**src/rtl/nanov_sequencer_pkg.sv**
```systemverilog
// Shared types and constants for the nanoV instruction sequencer.
package nanov_sequencer_pkg;

  localparam int unsigned XLEN  = 32;
  localparam int unsigned CNT_W = 5;
  localparam int unsigned CYC_W = 3;
  localparam int unsigned OPC_W = 5;

  localparam logic [CNT_W-1:0] CNT_MAX = CNT_W'(31);

  // Major opcodes as seen in instr[6:2]
  localparam logic [OPC_W-1:0] OP_JAL    = 5'b11011;
  localparam logic [OPC_W-1:0] OP_JALR   = 5'b11001;
  localparam logic [OPC_W-1:0] OP_BRANCH = 5'b11000;
  localparam logic [OPC_W-1:0] OP_IMM    = 5'b00100;
  localparam logic [OPC_W-1:0] OP_REG    = 5'b01100;

  localparam logic [XLEN-1:0] INSTR_NOP = 32'h0000_0013;

  typedef enum logic [1:0] {
    RST   = 2'd0,
    FETCH = 2'd1,
    EXEC  = 2'd2
  } seq_state_t;

  // Sequential PC increment; the carry out of bit 31 is dropped.
  function automatic logic [XLEN-1:0] pc_inc(input logic [XLEN-1:0] pc);
    return pc + XLEN'(4);
  endfunction

endpackage

```
**src/rtl/nanov_sequencer_if.sv**
```systemverilog
// Fetch handshake plus core-facing timebase and target capture signals.
interface nanov_sequencer_if;
  import nanov_sequencer_pkg::*;

  logic [XLEN-1:0]  instr_in;
  logic             instr_valid;
  logic             instr_ready;
  logic [XLEN-1:0]  fetch_addr;
  logic [XLEN-1:0]  instr;
  logic [CYC_W-1:0] cycle;
  logic [CNT_W-1:0] counter;
  logic             pc;
  logic             core_clk_en;
  logic             branch;
  logic [XLEN-1:0]  data_out;

  // Fetch source and core side (drives instructions, branch strobe, target)
  modport master (
    output instr_in, instr_valid, branch, data_out,
    input  instr_ready, fetch_addr, instr, cycle, counter, pc, core_clk_en
  );

  // Sequencer side
  modport slave (
    input  instr_in, instr_valid, branch, data_out,
    output instr_ready, fetch_addr, instr, cycle, counter, pc, core_clk_en
  );

endinterface

```
**src/rtl/nanov_sequencer_instr_len.sv**
```systemverilog
// Decodes how many 32-clock cycles an instruction needs and its control class.
module nanov_sequencer_instr_len
  import nanov_sequencer_pkg::*;
(
  input  logic [XLEN-1:0] instr_i,
  output logic            two_cycle_c_o,
  output logic            is_jmp_c_o,
  output logic            is_branch_c_o
);

  logic [OPC_W-1:0] opcode;
  logic [1:0]       funct3_lo;
  logic             is_shift;
  logic             unused_instr_bits;

  assign opcode    = instr_i[6:2];
  assign funct3_lo = instr_i[13:12];

  // Only opcode and the low funct3 bits affect instruction length
  assign unused_instr_bits = ^{instr_i[31:14], instr_i[11:7], instr_i[1:0]};

  // Classify opcode; shifts need a second pass for the shift amount
  always_comb begin
    is_jmp_c_o    = (opcode == OP_JAL) || (opcode == OP_JALR);
    is_branch_c_o = (opcode == OP_BRANCH);
    is_shift      = ((opcode == OP_IMM) || (opcode == OP_REG)) && (funct3_lo == 2'b01);
    two_cycle_c_o = is_jmp_c_o || is_shift;
  end

endmodule

```
**src/rtl/nanov_sequencer.sv**
```systemverilog
// Instruction sequencer for the bit-serial nanoV core: fetch, timebase, PC.
module nanov_sequencer
  import nanov_sequencer_pkg::*;
#(
  parameter logic [31:0] RESET_PC = 32'h0000_0000
) (
  input logic               clk,
  input logic               rstn,
  nanov_sequencer_if.slave  bus
);

  seq_state_t       state_q, state_d;
  logic [XLEN-1:0]  pc_q, pc_d;
  logic [XLEN-1:0]  instr_q, instr_d;
  logic [XLEN-1:0]  tgt_q, tgt_d;
  logic             taken_q, taken_d;
  logic [CNT_W-1:0] counter_q, counter_d;
  logic [CYC_W-1:0] cycle_q, cycle_d;
  logic             instr_ready_q, instr_ready_d;
  logic             core_clk_en_q, core_clk_en_d;

  logic             two_cycle;
  logic             is_jmp;
  logic             is_branch;
  logic             at_last_bit;
  logic             capture;
  logic             complete;
  logic             unused_data_lsb;

  nanov_sequencer_instr_len u_instr_len (
    .instr_i       (instr_q),
    .two_cycle_c_o (two_cycle),
    .is_jmp_c_o    (is_jmp),
    .is_branch_c_o (is_branch)
  );

  // Targets are always halfword aligned, so bit 0 of the core value is dropped
  assign unused_data_lsb = bus.data_out[0];

  // State and datapath registers
  always_ff @(posedge clk or negedge rstn) begin
    if (!rstn) begin
      state_q       <= RST;
      pc_q          <= RESET_PC;
      instr_q       <= INSTR_NOP;
      tgt_q         <= '0;
      taken_q       <= 1'b0;
      counter_q     <= '0;
      cycle_q       <= '0;
      instr_ready_q <= 1'b0;
      core_clk_en_q <= 1'b0;
    end else begin
      state_q       <= state_d;
      pc_q          <= pc_d;
      instr_q       <= instr_d;
      tgt_q         <= tgt_d;
      taken_q       <= taken_d;
      counter_q     <= counter_d;
      cycle_q       <= cycle_d;
      instr_ready_q <= instr_ready_d;
      core_clk_en_q <= core_clk_en_d;
    end
  end

  // Next-state, timebase, target capture and PC update
  always_comb begin
    state_d     = state_q;
    pc_d        = pc_q;
    instr_d     = instr_q;
    tgt_d       = tgt_q;
    taken_d     = taken_q;
    counter_d   = counter_q;
    cycle_d     = cycle_q;
    at_last_bit = (counter_q == CNT_MAX);
    capture     = 1'b0;
    complete    = 1'b0;

    case (state_q)
      RST: begin
        state_d = FETCH;
      end

      FETCH: begin
        counter_d = '0;
        cycle_d   = '0;
        if (bus.instr_valid && instr_ready_q) begin
          instr_d = bus.instr_in;
          taken_d = 1'b0;
          state_d = EXEC;
        end
      end

      EXEC: begin
        counter_d = counter_q + CNT_W'(1);
        if (at_last_bit) begin
          // Jump targets arrive at the end of cycle 0, branch targets at the end of cycle 1
          capture  = (is_jmp && (cycle_q == '0)) || (is_branch && (cycle_q != '0));
          // A branch taken decision at the end of cycle 0 extends it to two cycles
          complete = (cycle_q != '0) || !(two_cycle || (is_branch && bus.branch));
        end
        if (capture) begin
          tgt_d = {bus.data_out[XLEN-1:1], 1'b0};
        end
        if (complete) begin
          // A strobe on the completing edge is too late to redirect this instruction
          pc_d      = (taken_q || is_jmp) ? tgt_d : pc_inc(pc_q);
          counter_d = '0;
          cycle_d   = '0;
          state_d   = FETCH;
        end else begin
          if (bus.branch) begin
            taken_d = 1'b1;
          end
          if (at_last_bit) begin
            cycle_d = cycle_q + CYC_W'(1);
          end
        end
      end

      default: begin
        state_d = RST;
      end
    endcase

    instr_ready_d = (state_d == FETCH);
    core_clk_en_d = (state_d == EXEC);
  end

  assign bus.instr_ready = instr_ready_q;
  assign bus.core_clk_en = core_clk_en_q;
  assign bus.fetch_addr  = pc_q;
  assign bus.instr       = instr_q;
  assign bus.cycle       = cycle_q;
  assign bus.counter     = counter_q;
  assign bus.pc          = pc_q[counter_q];

endmodule

```
**src/flat_wrapper.sv**
```systemverilog
// flat-port wrapper written by rule: the top's interface ports become plain ports
module nanov_sequencer_flat import nanov_sequencer_pkg::*;
#(
  parameter logic [31:0] RESET_PC = 32'h0000_0000
)
  (clk, rstn, bus_instr_in, bus_instr_valid, bus_branch, bus_data_out, bus_instr_ready, bus_fetch_addr, bus_instr, bus_cycle, bus_counter, bus_pc, bus_core_clk_en);
  nanov_sequencer_if bus_i ();
  input logic clk;
  input logic rstn;
  input wire logic [$bits(bus_i.instr_in)-1:0] bus_instr_in;
  input wire logic [$bits(bus_i.instr_valid)-1:0] bus_instr_valid;
  input wire logic [$bits(bus_i.branch)-1:0] bus_branch;
  input wire logic [$bits(bus_i.data_out)-1:0] bus_data_out;
  output wire logic [$bits(bus_i.instr_ready)-1:0] bus_instr_ready;
  output wire logic [$bits(bus_i.fetch_addr)-1:0] bus_fetch_addr;
  output wire logic [$bits(bus_i.instr)-1:0] bus_instr;
  output wire logic [$bits(bus_i.cycle)-1:0] bus_cycle;
  output wire logic [$bits(bus_i.counter)-1:0] bus_counter;
  output wire logic [$bits(bus_i.pc)-1:0] bus_pc;
  output wire logic [$bits(bus_i.core_clk_en)-1:0] bus_core_clk_en;
  assign bus_i.instr_in = bus_instr_in;
  assign bus_i.instr_valid = bus_instr_valid;
  assign bus_i.branch = bus_branch;
  assign bus_i.data_out = bus_data_out;
  assign bus_instr_ready = bus_i.instr_ready;
  assign bus_fetch_addr = bus_i.fetch_addr;
  assign bus_instr = bus_i.instr;
  assign bus_cycle = bus_i.cycle;
  assign bus_counter = bus_i.counter;
  assign bus_pc = bus_i.pc;
  assign bus_core_clk_en = bus_i.core_clk_en;
  nanov_sequencer #(.RESET_PC(RESET_PC)) u_core (.clk(clk), .rstn(rstn), .bus(bus_i));
endmodule
```
**config.mk**
```make
export PLATFORM = sky130hd
export DESIGN_NAME = nanov_sequencer_flat
export DESIGN_NICKNAME = d
export VERILOG_FILES = /design/src/rtl/nanov_sequencer_pkg.sv /design/src/rtl/nanov_sequencer_if.sv /design/src/rtl/nanov_sequencer_instr_len.sv /design/src/rtl/nanov_sequencer.sv /design/src/flat_wrapper.sv
export SDC_FILE = /design/constraint.sdc
export NUM_CORES = 1
export LEC_CHECK = 0
export ABC_AREA = 1
export CORE_MARGIN = 3
export CORE_UTILIZATION = 45
export DETAILED_ROUTE_END_ITERATION = 8
export GPL_TIMING_DRIVEN = 0
export PLACE_DENSITY = 0.73
export SLEW_MARGIN = 20
export SYNTH_ARGS = -nofsm -noshare
export SYNTH_HDL_FRONTEND = slang
export SYNTH_SLANG_ARGS = --single-unit
```
**constraint.sdc**
```tcl
create_clock -name clk -period 2.6 [get_ports clk]
set_clock_uncertainty 0.2 [all_clocks]
set_input_delay 0.39 -clock clk [delete_from_list [all_inputs] [get_ports clk]]
set_output_delay 0.39 -clock clk [all_outputs]
set_load 0.005 [all_outputs]
```
Yosys cells after proc, flatten, opt, wreduce, memory -nomap -nowiden
Index checks and enable logic that the tools add are counted.
Widths: inputs -> output; s select.
{ "word_totals": {"latch_bits": 0, "rom_bits": 0, "wordCells": 69, "regBits": 109, "mem_bits_rw": 0, "memories": 0, "output_inout_bits": 75} }
{ "op_classes": {"n_mul": 0, "order_cmp": 1, "n_addsub": 3, "n_mux": 20, "n_eq_ne": 15, "shift": 0, "div_mod_pow": 0, "reduce_logical": 21, "bitwise_logic": 0} }
{ "op_table": {"columns": ["op", "count"], "rows": [
  ["$mux 32", 2],
  ["$add 32x3->32 const B", 1],
  ["$eq 5x5->1 const B", 4],
  ["$pmux 5 s2", 1],
  ["$mux 1", 8],
  ["$logic_or 1x1->1", 7],
  ["$eq 2x1->1 const B", 3],
  ["$lt 5x6->1 const B", 1],
  ["$mux 3", 2],
  ["$pmux 2 s3", 1],
  ["$pmux 3 s2", 1],
  ["$reduce_and 2->1", 3],
  ["$add 5x1->5 const B", 1],
  ["$bmux 1 s5", 1],
  ["$eq 5x3->1 const B", 1],
  ["$eq 5x4->1 const B", 1],
  ["$logic_and 1x1->1", 5],
  ["$mux 5", 1],
  ["$eq 2x2->1 const B", 2],
  ["$mux 2", 2],
  ["$ne 2x2->1 const B", 2],
  ["$reduce_and 4->1", 1],
  ["$add 3x1->3 const B", 1],
  ["$logic_not 3->1", 1],
  ["other kinds (7)", 7]
]} }

Depth between registers and ports, before layout
{ "depth": {"depth_word": 12, "depth_mapped": 12} }

Hierarchy
Synthesis repeated with hierarchy kept, for this count alone.
{ "hier_totals": {"hier_cells": 776, "area_unflattened_um2": 6177.2} }
{ "modules_own_cells": {"columns": ["mod", "seq_area_each_um2", "area_each_um2", "cells_per_inst", "instances"], "rows": [
  ["nanov_sequencer", 2731.4, 6124.6, 764, 1],
  ["nanov_sequencer_instr_len", 0.0, 52.6, 12, 1]
]} }

Worst setup path before layout
OpenSTA, ideal clock, no wires.
{ "synth_timing": {"kind": "register -> register", "from": "register u_core.counter_q[2] (netlist: u_core.bus.counter[2])", "to": "register u_core.tgt_q[14]", "setup_time_ps": 136, "t_arrival_ps": 1718, "stages_incl_launch_ff": 12, "n_path_buf": 4, "slack_ps": 546, "path_cell_list": "dfrtp_1 -> clkbuf_1 -> nand2_1 -> nor2_1 -> ha_1 -> buf_2 -> nand3_4 -> buf_6 -> buf_6 -> o21a_1 -> nand2_1 -> o21ai_0"} }
{ "synth_between": {"elab_chain_cells": 4} }
{ "synth_lines": {"columns": ["item", "line", "text"], "rows": [
  ["from (decl)", "nanov_sequencer.sv:17", "logic [CNT_W-1:0] counter_q, counter_d;"],
  ["from (signal assigned)", "nanov_sequencer.sv:58", "counter_q <= counter_d;"],
  ["$eq 5x5->1", "nanov_sequencer.sv:74", "at_last_bit = (counter_q == CNT_MAX);"],
  ["$mux 1", "nanov_sequencer.sv:95", "if (at_last_bit) begin"],
  ["$mux 1", "nanov_sequencer.sv:78", "case (state_q)"],
  ["$mux 32", "nanov_sequencer.sv:101", "if (capture) begin"],
  ["to (signal assigned)", "nanov_sequencer.sv:56", "tgt_q <= tgt_d;"],
  ["to (decl)", "nanov_sequencer.sv:15", "logic [XLEN-1:0] tgt_q, tgt_d;"]
]} }
Every way passes these cells. The select of a mux whose other input is x is not followed.
A chain may end at the register's enable or synchronous reset.

Worst setup path in the final report
{ "layout_timing": {"from": "register u_core.counter_q[0] (netlist: u_core.bus.counter[0])", "to": "output port bus_pc"} }
{ "layout_between": {"elab_chain_cells": 2} }
{ "layout_lines": {"columns": ["item", "line", "text"], "rows": [
  ["$bmux 1 s5", "nanov_sequencer.sv:135", "assign bus.pc = pc_q[counter_q];"],
  ["$mux 1 (implied by the code)", "nanov_sequencer.sv:135", null],
  ["to (decl)", "flat_wrapper.sv:19", "output wire logic [$bits(bus_i.pc)-1:0] bus_pc;"]
]} }
Every way passes these cells. The select of a mux whose other input is x is not followed.

==> reports/metrics.yaml <==
outcome:
  run_status: "finished clean"
timing:
  setup_viol_count_final: 0
  final_slew_viol_count: 0
  finalCriticalPeriod_ns: 2.45
  fmax_mhz: 408
  report.final.hold_viol_count: 0
  slew_headroom_pct: 61.3
  share_of_the_clock_period_used_by_the_worst_path_pct: 94.2
  rsz0062_at_grt: "false"
  worst_slack_ns: 0.152
  fin_setup_tns_ns: 0
  worst_max_slew_pin_slew_ns: 0.581
drt:
  drt_wl_total_um: 17400
  routed_wire_length_per_instance_um: 14.7
  drt_first_iter_violations: 366
  drt-pass1-iter-count: 5
  dr_total_vias: 6004
  residual_drc_count: 0
  viasPerCell: 5.08
  antenna_violating_nets_post_route: 0
die:
  design.die.area_um2: 15000
  core_region_area_um2: 12900
  floorplan.initialDensity_pct: 47.3
  core.rowCount: 41
  floorplan.io_pins: 143
  die-height_um: 123
  floorplan.die.width_um: 123
final_layout:
  fill_cells: 1201
  antenna_cells_inserted: 0
  multi_input_area_um2: 2970
  final_area_um2: 8270
  syn_to_final_growth_pct: 35.2
  seq_area_um2: 2730
  final_net_count: 1083
  layout-drive-gt1-share_pct: 6.63
  postLayoutCoreUtil_pct: 64.0
power:
  internal_power_uw: 4440
  leakage_uw: 0.00399
  power.total_uw: 6670
  worst_ir_drop_on_vdd_mv: 0.571
  sequentialPowerShare_pct: 37.6
  total_switching_power_uw: 2230
  pwr_density_cell_nw_per_um2: 807
  switching_share_pct: 33.4
  power.share.combinational_pct: 36.7
  share_clk_of_total_power_pct: 25.7
placement:
  dp_slack_ns: -0.148
  dpl.hpwl_um: 13100
  portBuffers: 141
  routabilityCongestion: 0.917
  dpl-instance-area_um2: 7770
critical_path:
  worstPathArrival_ns: 1.86
  worst-r2r-setup-slack_ns: 0.26
  critPathMostFrequentCell: "nand2_1"
  reg2reg_to: "u_core.bus.fetch_addr[15]$_DFFE_PN0P_"
  critPathMaxFanout: 5
  cp_top_family: "buffers and inverters"
  critical_path_required_ns: 2.01
  critical_path_buf_inv_count: 3
  timing.rr.start: "u_core.bus.counter[0]$_DFFE_PN0P_"
  worstSetupStartpointType: "flop"
  ff2ff_path_depth: 13
  criticalPathCategory: "flop to output port"
  slowest_delay_ns: 0.41
  worst_setup_path_end_kind: "output port"
  worst_path_max_delay_cell: "dfrtp_1"
  path_cells: "buf_6, buf_4, a21oi_2, o21ai_1, nand3_1, nand2_1, nand2_1, nand2_1, nand2_1, nand2_1, clkdlybuf4s15_1"
clock_network:
  cts-buffers-inserted: 9
  clk-insertion-delay-late_ns: 0.36
  clock_tree.buffer_depth: 2
  tritoncts: "done"
  cts_max_level: 3
  cts_sinks: 109
  clk_root_buffer_cell: "clkbuf_16"
  cts.clk_slew.worst_paths_ns: 0.07
worst_hold_path:
  min_to: "u_core.bus.instr[0]$_DFFE_PN1P_"
  hold_path_depth: 2
  hold_class: "flop to flop"
  min_from: "u_core.bus.instr[0]$_DFFE_PN1P_"
yosys:
  syn-cell-area_um2: 6110
  synthesis.instances: 847
  syn-mean-instance-area_um2: 7.22
  ys_ff_latch: 109
  fraction_of_the_yosys_area_taken_by_sequential_cells_pct: 44.7
  net_count_after_synthesis: 924
  synth_cell_types: 30
  ys_warn_count: 0
global_routing:
  track_usage_pct: 23.9
  grt_pass1_wl_um: 28100
  antenna_found_initial: 0
  grt_max_degree: 69
  number_of_global_route_vias_before_repair: 5714
  globalRoute.totalOverflow: 0
flow_run:
  max_cap_violations: 0
-- area by class of cell --
type | instances | area share, %
repair buffers | 149 | 18.2
clock inverters | 7 | 1.77
clock buffers | 9 | 2.72
flip-flops and latches | 109 | 33.0
multi-input cells | 636 | 35.9
inverters | 69 | 3.25
well taps | 172 | 2.60
plain buffers | 32 | 2.50
-- worst reg2reg max path: cells and delay by family, from the launching register on --
family / cells / cell delay [ns]
AOI/OAI and AO/OA: 1 / 0.12
adders and majority gates: 2 / 0.39
buffers and inverters: 4 / 0.64
DFF: 1 / 0.41
and+or+nand+nor: 6 / 0.48
-- cell usage in the layout (no fill, tap or decap), drive strengths merged, types with 3 or more instances in the layout --
master,n
o21ai,46
dfrtp,106
o211ai,3
xnor2,4
bufinv,4
clkbuf,20
dfstp,3
a31oi,7
nand4,10
xor2,16
nand3,71
a21oi,17
clkdlybuf4s50,139
nand2,362
buf,29
nand3b,5
inv,68
ha,9
nor2,65
o21a,20
-- state kept, by name (all words and copies together), names as in the netlist --
signal	flops
u_core.bus.counter	5
u_core.bus.fetch_addr	32
u_core.bus.cycle	3
u_core.bus.instr	32
u_core.tgt_q	32
u_core.bus.core_clk_en	1
u_core.state_q	2
u_core.taken_q	1
u_core.bus.instr_ready	1
-- metrics by stage --
step,hold WS [ns],cells
6_report,0.269,1183
5_1_grt,0.297,1183
4_1_cts,0.273,1180
3_5_place_dp,0.135,1161
3_3_place_gp,0.253,1160
2_1_floorplan,-0.106,847
-- cells by family (layout without fill, tap and decap cells) --
logic type	count (synthesis)	count (layout)	synth area share [%]
xor+xnor	20	20	2.86
flops	109	109	44.7
buf+inv	102	266	7.12
simple gates	514	514	34.8
fa+ha+maj	9	9	1.84
compound gates	93	93	8.70
-- synthesized netlist by cell type, drive strengths merged --
| master | count | share of area, % |
|---|---|---|
| a21oi | 17 | 1.4 |
| a31oi | 7 | 0.72 |
| buf | 20 | 2.1 |
| clkbuf | 13 | 0.80 |
| clkinv | 2 | 0.12 |
| dfrtp | 106 | 43 |
| dfstp | 3 | 1.3 |
| ha | 9 | 1.8 |
| inv | 67 | 4.1 |
| nand2 | 362 | 23 |
| nand3 | 71 | 6.2 |
| nand3b | 5 | 0.61 |
| nand4 | 10 | 1.0 |
| nor2 | 65 | 4.4 |
| nor3 | 1 | 0.082 |
| o211ai | 3 | 0.37 |
| o21a | 20 | 2.5 |
| o21ai | 46 | 3.8 |
| xnor2 | 4 | 0.57 |
| xor2 | 16 | 2.3 |
-- how the worst max path moves through the flow --
stage / depth (start not counted) / slack [ns] / end / startpoint
after floorplan: 11 / 0.55 / u_core.tgt_q[14]$_DFFE_PN0P_ / u_core.bus.counter[2]$_DFFE_PN0P_
after global placement: 1 / -3.37 / u_core.bus.instr[25]$_DFFE_PN0P_ / rstn
after detailed placement: 11 / -0.15 / bus_pc / u_core.bus.counter[0]$_DFFE_PN0P_
after CTS: 11 / 0.08 / bus_pc / u_core.bus.counter[0]$_DFFE_PN0P_
after global routing: 10 / 0.04 / bus_pc / u_core.bus.counter[0]$_DFFE_PN0P_
final: 11 / 0.15 / bus_pc / u_core.bus.counter[0]$_DFFE_PN0P_
-- per-layer routing --
layer,wire (um),vias up,track usage [%]
li1,-,3002,-
met1,7550,2785,31.1
met2,8190,193,38.4
met3,1260,24,6.50
met4,378,0,8.54
met5,0,-,0
-- power groups by stage --
stage / logic (uW) / registers [uW] / clock network [uW]
floorplan: 1270 / 2490 / 0
global placement: 2310 / 2520 / 0
detailed placement: 2350 / 2530 / 0
CTS: 2440 / 2500 / 1740
global route: 2760 / 2560 / 1820
finish: 2450 / 2510 / 1720
-- what timing repair did --
item,4_1_cts,5_1_grt
pin swaps,0,0
cloned,0,0
setup endpoints to repair,1,1
buffers inserted,3,3
gates resized for setup,17,13
hold endpoints to repair,41,0
hold buffers,1,0
Note: power is estimated with default switching activity, not from simulation.
